File: config.mk
export PLATFORM = sky130hd
export DESIGN_NAME = button_event_arbiter_flat
export DESIGN_NICKNAME = d
export VERILOG_FILES = /design/src/rtl/button_event_arbiter_if.sv /design/src/rtl/button_event_arbiter.sv /design/src/flat_wrapper.sv
export SDC_FILE = /design/constraint.sdc
export NUM_CORES = 1
export LEC_CHECK = 0
export CORE_UTILIZATION = 50
export DETAILED_ROUTE_END_ITERATION = 6
export PLACE_DENSITY = 0.81
export SLEW_MARGIN = 20
export SYNTH_ARGS = -nofsm -noshare
export SYNTH_HDL_FRONTEND = slang
export SYNTH_SLANG_ARGS = --single-unit
File: constraint.sdc
create_clock -name clk -period 6.05 [get_ports clk]
set_clock_uncertainty 0.2 [all_clocks]
set_input_delay 1.21 -clock clk [delete_from_list [all_inputs] [get_ports clk]]
set_output_delay 1.21 -clock clk [all_outputs]
set_load 0.01 [all_outputs]
File: src/rtl/button_event_arbiter_if.sv
`default_nettype none
// ============================================================================
// Module      : button_event_arbiter_if
// Description : Press inputs, event valid/ready handshake and debug outputs
//               of the button event arbiter.
// Revision    : 1.0 - initial release
// ============================================================================
interface button_event_arbiter_if #(
  parameter int N_BTN  = 4,
  parameter int CODE_W = 2,
  parameter int DROP_W = 8
);
  logic [N_BTN-1:0]  press;
  logic              enable;
  logic              ev_valid;
  logic [CODE_W-1:0] ev_code;
  logic              ev_ready;
  logic [N_BTN-1:0]  pending;
  logic [DROP_W-1:0] drop_count;

  // Producer of presses and consumer of events.
  modport master (
    output press, enable, ev_ready,
    input  ev_valid, ev_code, pending, drop_count
  );

  // The arbiter itself.
  modport slave (
    input  press, enable, ev_ready,
    output ev_valid, ev_code, pending, drop_count
  );
endinterface
`default_nettype wire

File: src/rtl/button_event_arbiter.sv
`default_nettype none
// ============================================================================
// Module      : button_event_arbiter
// Description : One-deep pending latch per button, round-robin grant into a
//               valid/ready output register, saturating drop counter.
// Revision    : 1.0 - initial release
// ============================================================================
module button_event_arbiter #(
  parameter int N_BTN  = 4,
  parameter int CODE_W = 2,
  parameter int DROP_W = 8
) (
  input  wire logic clk,
  input  wire logic rst,
  button_event_arbiter_if.slave bus
);

  localparam logic [0:0] c_S_IDLE = 1'b0;
  localparam logic [0:0] c_S_HOLD = 1'b1;

  // Enough bits to count every button dropping in the same cycle.
  localparam int c_CNT_W = $clog2(N_BTN + 1);
  localparam int c_SUM_W = DROP_W + c_CNT_W;
  localparam logic [c_SUM_W-1:0] c_DROP_MAX = {{c_CNT_W{1'b0}}, {DROP_W{1'b1}}};
  localparam logic [CODE_W-1:0]  c_LAST     = CODE_W'(N_BTN - 1);

  logic [0:0]         r_state;
  logic [N_BTN-1:0]   r_pending;
  logic [CODE_W-1:0]  r_code;
  logic [CODE_W-1:0]  r_ptr;
  logic [DROP_W-1:0]  r_drop;

  logic               w_found;
  logic [CODE_W-1:0]  w_gidx;
  logic               w_do_grant;
  logic [N_BTN-1:0]   w_set;
  logic [N_BTN-1:0]   w_clear;
  logic [N_BTN-1:0]   w_drop;
  logic [N_BTN-1:0]   w_pend_nxt;
  logic [c_CNT_W-1:0] w_ndrop;
  logic [c_SUM_W-1:0] w_drop_sum;
  logic [DROP_W-1:0]  w_drop_nxt;
  logic [CODE_W-1:0]  w_ptr_nxt;

  // Round-robin search of the registered latches starting at the pointer.
  always_comb begin : p_search
    int w_idx;
    w_found = 1'b0;
    w_gidx  = '0;
    w_idx   = 0;
    for (int k = 0; k < N_BTN; k++) begin
      w_idx = int'(r_ptr) + k;
      if (w_idx >= N_BTN) w_idx = w_idx - N_BTN;
      if (!w_found && r_pending[w_idx]) begin
        w_found = 1'b1;
        w_gidx  = CODE_W'(w_idx);
      end
    end
  end

  // A grant happens only when the output register is free or being consumed.
  assign w_do_grant = w_found && ((r_state == c_S_IDLE) || bus.ev_ready);
  assign w_clear    = w_do_grant ? (N_BTN'(1) << w_gidx) : '0;
  assign w_set      = bus.press & {N_BTN{bus.enable}};
  // A press onto a pending latch survives only if that latch is being granted.
  assign w_drop     = w_set & r_pending & ~w_clear;
  assign w_pend_nxt = (r_pending & ~w_clear) | w_set;
  assign w_ptr_nxt  = (w_gidx == c_LAST) ? '0 : w_gidx + 1'b1;

  // Count simultaneous drops and add them with saturation.
  always_comb begin
    w_ndrop = '0;
    for (int i = 0; i < N_BTN; i++) begin
      w_ndrop = w_ndrop + c_CNT_W'(w_drop[i]);
    end
    w_drop_sum = c_SUM_W'(r_drop) + c_SUM_W'(w_ndrop);
    w_drop_nxt = (w_drop_sum > c_DROP_MAX) ? {DROP_W{1'b1}} : w_drop_sum[DROP_W-1:0];
  end

  // Latches, drop counter and the IDLE/HOLD output register.
  always_ff @(posedge clk or posedge rst) begin
    if (rst) begin
      r_state   <= c_S_IDLE;
      r_pending <= '0;
      r_code    <= '0;
      r_ptr     <= '0;
      r_drop    <= '0;
    end else begin
      r_pending <= w_pend_nxt;
      r_drop    <= w_drop_nxt;
      if (w_do_grant) begin
        r_code <= w_gidx;
        r_ptr  <= w_ptr_nxt;
      end
      case (r_state)
        c_S_IDLE: if (w_do_grant) r_state <= c_S_HOLD;
        c_S_HOLD: if (bus.ev_ready && !w_do_grant) r_state <= c_S_IDLE;
        default:  r_state <= c_S_IDLE;
      endcase
    end
  end

  assign bus.ev_valid   = (r_state == c_S_HOLD);
  assign bus.ev_code    = r_code;
  assign bus.pending    = r_pending;
  assign bus.drop_count = r_drop;

endmodule
`default_nettype wire

File: src/flat_wrapper.sv
// flat-port wrapper written by rule: the top's interface ports become plain ports
module button_event_arbiter_flat 
#(
  parameter int N_BTN  = 4,
  parameter int CODE_W = 2,
  parameter int DROP_W = 8
)
  (clk, rst, bus_press, bus_enable, bus_ev_ready, bus_ev_valid, bus_ev_code, bus_pending, bus_drop_count);
  button_event_arbiter_if #(.N_BTN(N_BTN), .CODE_W(CODE_W), .DROP_W(DROP_W)) bus_i ();
  input  wire logic clk;
  input  wire logic rst;
  input wire logic [$bits(bus_i.press)-1:0] bus_press;
  input wire logic [$bits(bus_i.enable)-1:0] bus_enable;
  input wire logic [$bits(bus_i.ev_ready)-1:0] bus_ev_ready;
  output wire logic [$bits(bus_i.ev_valid)-1:0] bus_ev_valid;
  output wire logic [$bits(bus_i.ev_code)-1:0] bus_ev_code;
  output wire logic [$bits(bus_i.pending)-1:0] bus_pending;
  output wire logic [$bits(bus_i.drop_count)-1:0] bus_drop_count;
  assign bus_i.press = bus_press;
  assign bus_i.enable = bus_enable;
  assign bus_i.ev_ready = bus_ev_ready;
  assign bus_ev_valid = bus_i.ev_valid;
  assign bus_ev_code = bus_i.ev_code;
  assign bus_pending = bus_i.pending;
  assign bus_drop_count = bus_i.drop_count;
  button_event_arbiter #(.N_BTN(N_BTN), .CODE_W(CODE_W), .DROP_W(DROP_W)) u_core (.clk(clk), .rst(rst), .bus(bus_i));
endmodule
==> results by group, run 1 <==
Critical path
  – Slowest-stage cell, CP: or3_1
  – Worst endpoint data arrival time: 4.54 ns
  – WP buf/inv: 3
  – Reg2reg path depth: 15
  – WP data required: 6.08 ns
  – Crit. path cell count: 14
  – Critical path endpoint category: register
  – Crit-path leading delay family: adder cells
  – Worst reg-to-reg setup slack: ~1.6 ns
  – Crit path kind: in2reg
  – CP startpoint kind: primary input
  – Max FO, Critical Path: 6
  – Worst path cell trace: clkdlybuf4s50_1 > nand2b_1 > nand3_1 > nand2_1 > nor2_1 > ha_1 > fa_1 > ha_1 > inv_1 > fa_1 > inv_1 > a21oi_1 > or3_1 > nand2b_1
  – CP peak stage delay: about 0.50 ns

Synthesis
  – Synth Instances: 105
  – Post-synthesis register bit count: 17
  – Post-synth cell types: 30
  – Post-synth ARST share: between 90% and 100%
  – Number of synthesized flops with an enable pin: 0
  – Mapped Area: ~1000 um^2
  – Synthesized area per cell: between 9 and 10 um^2
  – Ys flop type: dfrtp_1
  – Sequential cell area fraction in the yosys report: a little over two fifths
  – Mapped Nets: roughly 120
  – Ys Warns: 0

Cells and area
  – Final #Nets: 150
  – Non-Filler Instances: 155
  – FF/Latch Area: between 400 and 500 um^2
  – Final Cell Area: between 1000 and 1500 um^2
  – Area growth, synth to finish: 26.4%
  – Multi-input gate area: 552 um^2
  – Commonest non-fill, non-tap cell in the layout: nand2_1
  – Layout cell share with drive strength beyond 1: ~7.7%
  – Fill cells: roughly 150
  – Ant. Diodes: 0
  – Most frequent cells in the layout: nand2_1 (24), clkdlybuf4s50_1 (22), dfrtp_1 (17)

Timing
  – Setup TNS: 0 ns
  – RSZ-0062 raised after global routing: no
  – Slew margin rel.: 57.1%
  – Worst slew pin tran: between 0.6 and 0.7 ns
  – # setup viols final: 0
  – Final slew viol count: 0
  – Max Fclk: about 220 MHz
  – Crit path time final: 4.51 ns
  – Final Hold Fails: 0
  – Period utilization: about three quarters
  – Hold WS: around 0.3 ns

Outcome
  – Outcome: finished, final reports clean

Clock tree
  – Cts bufs inserted: 3
  – CTS tree: built
  – Clock Latency Late Sink: between 0.2 and 0.3 ns
  – Setup Buffers After CTS: 0
  – H-tree levels: 1
  – PostCTS Resize Cnt: 0
  – CTS Root Cell: clkbuf_4
  – Clock Path Buffers: 2
  – CTS sink cnt: 17
  – Hold buffer count at cts: 0
  – Clk slew on worst S/H paths: around 0.10 ns

Power and ir drop
  – Lkg Pwr: 0.000599 uW
  – Pwr per Cell Area: about 480 nW/um^2
  – VDD IR-drop max: slightly above 0.0003 V

Floorplan
  – Full die area: 2210 um^2
  – Floorplan core area: about 1800 um^2
  – Die height: around 47 um
  – Site row count: 15
  – Width of the chip: around 47 um
  – IO Count: 23
  – Starting Density: 55.7%

Global routing
  – Total GRT Usage: between 20% and 30%
  – Initial antenna violation count: 0
  – First-pass GRT wire length: around 3.3 mm
  – Pin count of the biggest net entering global routing: 18
  – Global route overflow: 0
  – Vias in the first global route: between 700 and 800

Drt
  – Total Wirelength: 2.01 mm
  – 1st-iter DRT viols: 13
  – Met1 WL: 951 um
  – Wire length on met3: about 120 um
  – Vias per cell: 5.19
  – Avg WL per Cell: between 10 and 15 um
  – DR top layer: met3
  – Via count: 804
  – Met2 wire len: approximately 940 um
  – DRC violation count after routing: 0
  – Remaining antenna violation count after routing: 0
  – Drt pass-1 iters: 4

Placement
  – Post-DP HPWL: ~1.6 mm
  – Port Buffers: 22
  – Gpl congestion: 0.793
  – Placed cells: 151
  – Post-DP Area: around 1300 um^2

Min path
  – Hold Path Stages: 2
  – Hold Crit Class: reg2reg

Flow run
  – Max-Cap Viols: 0
## cell usage after synthesis, types with 2 or more instances
cell	number	area share, %
nand3_1	6	3.0
dfrtp_1	17	42
nand2b_1	4	2.5
o21ai_1	2	0.99
nor2_1	5	1.8
mux2_2	3	3.3
ha_1	9	11
fa_1	2	3.9
xor2_1	2	1.7
a21oi_1	5	2.5
nand2_1	24	8.9
nor3b_1	2	1.5
inv_1	7	2.6
## path summary, 6_finish.rpt
check,start,end
min,u_core.bus.ev_code[1],u_core.bus.ev_code[1]
max,bus_ev_ready,u_core.bus.drop_count[0]
min reg2reg,u_core.bus.ev_code[1],u_core.bus.ev_code[1]
max reg2reg,u_core.bus.pending[2],u_core.bus.drop_count[0]
max in group asynchronous,rst,u_core.bus.drop_count[4]
min in group asynchronous,rst,u_core.bus.pending[3]
## registers in the layout, indices dropped and copies added, names as in the netlist
signal,flops
u_core.r_ptr,2
u_core.bus.ev_code,2
u_core.bus.ev_valid,1
u_core.bus.drop_count,8
u_core.bus.pending,4
## metal layers
| metal | global-route usage, % | up-vias |
|---|---|---|
| li1 | - | 405 |
| met1 | 29.8 | 379 |
| met2 | 33.6 | 20 |
| met3 | 8.46 | 0 |
| met4 | 1.71 | 0 |
| met5 | 0 | - |
## where the power goes
part           total [uW]  switching, uW  internal (uW)  leakage, uW
clock network        59.8           35.2           24.6    0.0000177
registers             219           55.8            163     0.000198
logic                 340            161            180     0.000383
total                 619            252            368     0.000599
## cell type report
cell class | count | area share [%]
multi-input combinational | 80 | 43.0
clock inverter | 1 | 0.390
timing repair buffer | 22 | 17.2
clock buffer | 3 | 1.76
tap | 25 | 2.44
inverter | 7 | 2.05
sequential | 17 | 33.2
## per-stage QoR
stage               total power, uW  util, %  setup WS (ns)
global route                    674     70.4           1.35
finish                          619     70.4           1.54
CTS                             626     70.4           1.56
global placement                545     68.9           1.31
detailed placement              558     68.9           1.24
floorplan                       422        -           1.94
## kinds of logic after synthesis
logic type / Yosys count / share of synthesized area (%)
and+or+nand+nor: 47 / 22.8
AOI/OAI and AO/OA: 15 / 9.00
buffers and inverters: 8 / 3.70
DFF: 17 / 41.9
muxes: 5 / 5.79
xor gates and xnor gates: 2 / 1.73
adders and majority gates: 11 / 15.0
## worst reg2reg max path, cell delays in order (launching register included)
cell and delay, ns:
dfrtp_1 0.44, or4_1 0.74, and2_2 0.28, ha_1 0.17, nand3_1 0.06, nand2_1 0.08
nor2_1 0.14, ha_1 0.26, fa_1 0.39, ha_1 0.30, inv_1 0.06, fa_1 0.42
inv_1 0.07, a21oi_1 0.14, or3_1 0.50, nand2b_1 0.11
(Power assumes the default switching activity.)
==> inputs of run 2 (changes only) <==
- CORE_UTILIZATION: 50 -> 44
- PLACE_DENSITY: 0.81 -> 0.75
- clock period: 6.05 -> 3.7 ns (I/O delays scaled with it)
==> results by group, run 2 (synthesized netlist as in run 1, its figures left out) <==
Critical path
  – Critical path endpoint category: register
  – Worst r2r src: u_core.bus.pending[0]
  – Crit path kind: reg2reg
  – Worst endpoint data arrival time: 3.78 ns (-0.76 ns)
  – Crit path from: u_core.bus.pending[0]
  – WP data required: 3.68 ns (-2.40 ns)
  – Worst path cell trace: buf_6 > nand2_2 > a21oi_2 > a211oi_2 > buf_4 > nand2_1 > ha_2 > nand3_1 > nand2_1 > nor2_2 > ha_4 > fa_2 > ha_4 > inv_2 > fa_2 > inv_2 > a21oi_4 > nor2b_2 > mux2_4
  – CP peak stage delay: 0.56 ns (+0.06 ns)
  – Max FO, Critical Path: 6 (unchanged)
  – CP startpoint kind: register
  – Slowest-stage cell, CP: fa_2

Placement
  – Post-DP HPWL: 1.75 mm (+13%)
  – Gpl congestion: 0.850 (+7.2%)
  – Port Buffers: 22 (unchanged)
  – Post-DP Area: 1490 um^2 (+19%)

Clock tree
  – Clk slew on worst S/H paths: 0.10 ns (about the same)
  – Hold buffer count at cts: 0 (unchanged)
  – Clock Latency Late Sink: 0.29 ns (about the same)
  – H-tree levels: 1 (unchanged)
  – Clock Path Buffers: 2 (unchanged)
  – CTS Root Cell: clkbuf_4
  – CTS tree: built
  – Cts bufs inserted: 3 (unchanged)
  – CTS sink cnt: 17 (unchanged)

Floorplan
  – Starting Density: 46.3% (-9.4 points)
  – IO Count: 23 (unchanged)
  – Site row count: 17 (+2)
  – Die height: 50.0 um (+6.3%)
  – Floorplan core area: 2190 um^2 (+20%)
  – Full die area: 2500 um^2 (+13%)
  – Width of the chip: 50.0 um (+6.3%)

Timing
  – Crit path time final: 3.79 ns
  – RSZ-0062 raised after global routing: yes
  – Slew margin rel.: 54.9% (-2.2 points)
  – Final Hold Fails: 0 (unchanged)
  – Period utilization: 102%
  – Worst slew pin tran: 0.676 ns (+0.0324 ns)
  – Crit path setup slack, layout: -0.0916 ns (-1.63 ns)
  – Final slew viol count: 0 (unchanged)
  – Max Fclk: roughly 260 MHz
  – # setup viols final: 8 (+8)

Flow run
  – Max-Cap Viols: 0 (unchanged)

Drt
  – DRC violation count after routing: 0 (unchanged)
  – Remaining antenna violation count after routing: 0 (unchanged)
  – Total Wirelength: 2.99 mm (+49%)
  – Drt pass-1 iters: 4 (unchanged)
  – 1st-iter DRT viols: 12 (-1)
  – Vias per cell: 5.13 (-1.1%)
  – Via count: 1016 (+26%)
  – Avg WL per Cell: 15.1 um (+17%)

Power and ir drop
  – Pwr per Cell Area: 906 nW/um^2 (+88%)
  – VDD IR-drop max: 0.000611 V (+100%)
  – Lkg Pwr: 0.000809 uW (+35%)

Outcome
  – Failing checks: negative setup slack
  – Outcome: finished, violations left

Cells and area
  – Final core utilization: 82.2% (+12 points)
  – Commonest non-fill, non-tap cell in the layout: buf_4
  – Max reg flops: 8 (unchanged)
  – Ant. Diodes: 0 (unchanged)
  – Layout cell share with drive strength beyond 1: 51.8% (+44 points)
  – Final Cell Area: 1800 um^2 (+40%)
  – Fill cells: 132 (-14%)
  – Final #Nets: 190 (+27%)
  – Most frequent cells in the layout: buf_4 (36), clkdlybuf4s50_1 (22), nand2_1 (19)
  – Area growth, synth to finish: 77.6%

Global routing
  – Global route overflow: 0 (unchanged)
  – Pin count of the biggest net entering global routing: 18 (unchanged)
  – Vias in the first global route: 1041 (+37%)
  – First-pass GRT wire length: 4.61 mm (+41%)
  – Total GRT Usage: 25.2% (+3.7 points)
  – Initial antenna violation count: 0 (unchanged)

Min path
  – Hold path start: u_core.bus.ev_code[1]
  – Hold Crit Class: reg2reg
## run 2: changes by cell type in the layout (fill, tap and decap cells not counted), sizes merged
cell and change:
clkbuf +1, buf +40, clkinv -1
## run 2: worst paths after layout
path,to,cells after the start,slack (ns)
setup / recovery,u_core.bus.drop_count[4],19,-0.09
hold / removal,u_core.bus.ev_code[1],2,0.30
setup reg to reg,u_core.bus.drop_count[4],19,-0.09
hold reg to reg,u_core.bus.ev_code[1],2,0.30
max in group asynchronous,u_core.r_ptr[0],2,2.19
min in group asynchronous,u_core.bus.drop_count[4],2,0.64
## run 2: worst max-delay path, delay by kind of cell (launching register included)
family / cells / cell delay [ns]
AO/OA/AOI/OAI: 3 / 0.30
flip-flops: 1 / 0.43
multiplexers: 1 / 0.30
AND/OR/NAND/NOR: 6 / 0.60
adder cells (fa/ha/maj): 5 / 1.46
buffers and inverters: 4 / 0.40
## run 2: final cells by class
class | instances | area [um^2] | share of cell area, %
inverter | 7 | 26.3 | 1.46
timing repair buffer | 62 | 536 | 29.7
multi-input combinational | 80 | 748 | 41.5
tap | 28 | 35.0 | 1.94
clock buffer | 4 | 26.3 | 1.46
sequential | 17 | 430 | 23.9
## run 2: through the flow
stage               setup TNS [ns]  std cells  setup slack (ns)  hold slack (ns)  total power [uW]
global placement             -1.25        173            -0.205            0.270              1120
global route                 -1.68        198            -0.278            0.359              1750
finish                      -0.379        198           -0.0916            0.298              1630
CTS                         -0.523        197           -0.0931            0.309              1490
floorplan                   -0.720        105            -0.149            0.308               771
detailed placement           -1.77        173            -0.257            0.286              1160
## run 2: metal layers
metal  track usage (%)  wire, um  up-vias
li1                  -         -      482
met1              27.9      1170      503
met2              47.3      1660       22
met3              2.78        70        9
met4              11.0        90        0
met5                 0         0        -
## run 2: what timing repair did
action	4_1_cts	5_1_grt
gates resized for setup	9	28
buffers inserted	20	3
pin swaps	10	16
endpoints found under the setup margin	8	9
## run 2: power by group
group | switching (uW) | internal [uW]
clock network | 57.7 | 41.9
registers | 93.0 | 271
logic | 473 | 695
total | 624 | 1010
==> inputs of run 3 (changes only) <==
- GPL_ROUTABILITY_DRIVEN: not set -> 0
- TNS_END_PERCENT: not set -> 30
==> results by group, run 3 (synthesized netlist as in run 1, its figures left out) <==
Global routing
  – Met2 Use GR: 39.1% (-8.2 points)
  – Met1 usage: 23.7% (-4.2 points)
  – Total GRT Usage: 21.2% (-4.1 points)
  – Global route overflow: 0 (unchanged)
  – First-pass GRT wire length: 3.95 mm (-14%)
  – Vias in the first global route: 930 (-11%)
  – Met3 GRT Util: 2.78% (unchanged)
  – GR peak layer: met2
  – Initial antenna violation count: 0 (unchanged)
  – Pin count of the biggest net entering global routing: 18 (unchanged)

Critical path
  – WP data required: 3.68 ns (about the same)
  – Worst r2r src: u_core.bus.pending[0]
  – Reg2reg path depth: 15 (-4)
  – Critical path endpoint category: register
  – Reg-to-reg endpoint: u_core.bus.drop_count[4]
  – CP peak stage delay: 0.56 ns (about the same)
  – Max FO, Critical Path: 5 (-1)
  – Crit path from: u_core.bus.pending[0]
  – CP startpoint kind: register
  – Worst endpoint data arrival time: 3.73 ns (-0.05 ns)
  – Worst setup path endpoint: u_core.bus.drop_count[4]
  – Crit path kind: reg2reg
  – Worst reg-to-reg setup slack: -0.04 ns (+0.05 ns)
  – Worst path cell trace: or4_4 > and2_4 > ha_4 > nand3_2 > nand2_2 > nor2_2 > ha_1 > fa_2 > ha_4 > inv_2 > fa_2 > inv_2 > a21oi_4 > nor2b_2 > mux2_4
  – Slowest-stage cell, CP: or4_4

Cells and area
  – Fill cells: 182 (+38%)
  – Max reg flops: 8 (unchanged)
  – Ant. Diodes: 0 (unchanged)
  – Multi-input gate area: 652 um^2 (-13%)
  – Most frequent cells in the layout: nand2_1 (22), clkdlybuf4s50_1 (22), buf_4 (16), dfrtp_1 (16), ha_1 (6)
  – Final #Nets: 166 (-13%)
  – FF/Latch Area: 427 um^2 (-0.87%)
  – Final core utilization: 68.8% (-13 points)
  – Area growth, synth to finish: 48.6%
  – Layout cell share with drive strength beyond 1: 32.2% (-20 points)

Drt
  – Avg WL per Cell: 13.1 um (-13%)
  – Total Wirelength: 2.28 mm (-24%)
  – DRC violation count after routing: 0 (unchanged)
  – 1st-iter DRT viols: 9 (-3)
  – Vias per cell: 5.06 (-1.3%)
  – Remaining antenna violation count after routing: 0 (unchanged)
  – Drt pass-1 iters: 4 (unchanged)
  – Via count: 881 (-13%)

Floorplan
  – IO Count: 23 (unchanged)
  – Floorplan core area: 2190 um^2 (unchanged)
  – Width of the chip: 50.0 um (unchanged)
  – Starting Density: 46.3% (unchanged)
  – Full die area: 2500 um^2 (unchanged)
  – Die height: 50.0 um (unchanged)
  – Site row count: 17 (unchanged)

Power and ir drop
  – Pwr per Cell Area: 845 nW/um^2 (-6.7%)
  – Comb pwr share: 64.3% (-7.3 points)
  – Clock share of power: 7.9% (+1.8 points)
  – Switching Fraction: 39.3% (+1.1 points)
  – Lkg Pwr: 0.000680 uW (-16%)
  – Pint: 773 uW (-23%)
  – VDD IR-drop max: 0.000531 V (-13%)
  – Reg power frac: 27.8% (+5.5 points)
  – Switching pwr: 501 uW (-20%)

Outcome
  – Outcome: finished, violations left
  – Failing checks: negative setup slack

Placement
  – Port Buffers: 22 (unchanged)
  – Post-DP HPWL: 1.75 mm (-0.12%)

Timing
  – RSZ-0062 raised after global routing: yes
  – Worst slew pin tran: 0.664 ns (-0.0118 ns)
  – Slew margin rel.: 55.7% (+0.79 points)
  – Max Fclk: 267 MHz (+1.3%)
  – Final slew viol count: 0 (unchanged)
  – Setup TNS: -0.114 ns (+0.265 ns)
  – Crit path time final: 3.74 ns (-0.0469 ns)
  – Crit path setup slack, layout: -0.0447 ns (+0.0469 ns)
  – Hold WS: 0.303 ns (+0.00509 ns)
  – Period utilization: 101% (-1.3 points)
  – # setup viols final: 4 (-4)
  – Final Hold Fails: 0 (unchanged)

Clock tree
  – CTS sink cnt: 17 (unchanged)
  – Clock Path Buffers: 2 (unchanged)
  – CTS Root Cell: clkbuf_4
  – Cts bufs inserted: 3 (unchanged)
  – Clock Latency Late Sink: 0.29 ns (about the same)
  – CTS tree: built
  – H-tree levels: 1 (unchanged)
  – Clk slew on worst S/H paths: 0.10 ns (about the same)
  – Hold buffer count at cts: 0 (unchanged)

Min path
  – Hold Crit Class: reg2reg

Flow run
  – Max-Cap Viols: 0 (unchanged)
[run 3: cell count changes in the layout (fill, tap and decap cells not counted), moves of 2 or more]
cell	delta
buf_4	-20
nand2_1	+3
ha_4	-2
dfrtp_2	-3
buf_6	-4
dfrtp_1	+3
mux2_2	+2
mux2_4	-2
nand2_2	-2
ha_1	+3
[run 3: timing repair]
action                     CTS  global route
resized for setup            5             8
setup endpoints to repair    8             8
setup buffers                1             0
pin swaps                    8             3
[run 3: final cells by class]
cell class | count | area share [%]
well taps | 28 | 2.32
multi-input cells | 80 | 43.2
flip-flops and latches | 17 | 28.3
clock buffers | 3 | 1.49
repair buffers | 38 | 22.6
clock inverters | 1 | 0.332
inverters | 7 | 1.74
[run 3: worst min path at each step]
stage / from / end / slack [ns] / depth (start not counted)
global route: u_core.bus.ev_code[0] / u_core.bus.ev_code[0] / 0.34 / 1
global placement: u_core.bus.ev_code[1] / u_core.bus.ev_code[1] / 0.27 / 2
detailed placement: u_core.bus.ev_code[1] / u_core.bus.ev_code[1] / 0.29 / 2
finish: u_core.bus.ev_code[1] / u_core.bus.ev_code[1] / 0.30 / 2
CTS: u_core.bus.ev_code[1] / u_core.bus.ev_code[1] / 0.31 / 2
floorplan: u_core.r_ptr[0] / u_core.r_ptr[0] / 0.31 / 2
[run 3: worst max-delay path, delay by kind of cell, from the launching register on]
kind	cells	cell delay, ns
buffers and inverters	2	0.11
flip-flops	1	0.45
AND/OR/NAND/NOR	6	1.10
AO/OA/AOI/OAI	1	0.05
multiplexers	1	0.30
adder cells (fa/ha/maj)	5	1.43
[run 3: metal layers]
layer / part of all wire [%] / vias up
met3: 2.9 / 7
met5: 0 / -
met4: 1.5 / 0
li1: - / 441
met1: 42 / 415
met2: 53 / 18
[run 3: per-stage QoR]
stage	instances	worst slack, ns	cell area (um^2)	total power [uW]
6_report	174	-0.0447	1510	1270
5_1_grt	174	-0.164	1510	1380
4_1_cts	174	-0.0981	1490	1260
3_5_place_dp	169	-0.292	1430	1140
3_3_place_gp	169	-0.226	1430	1110
2_1_floorplan	105	-0.149	1070	758
[run 3: power by group through the flow]
stage                     logic (uW)  clock network, uW  registers [uW]
after CTS                        808                103             351
final                            819                101             354
after global routing             904                113             366
after detailed placement         784                  0             352
after global placement           758                  0             348
after floorplan                  382                  0             376
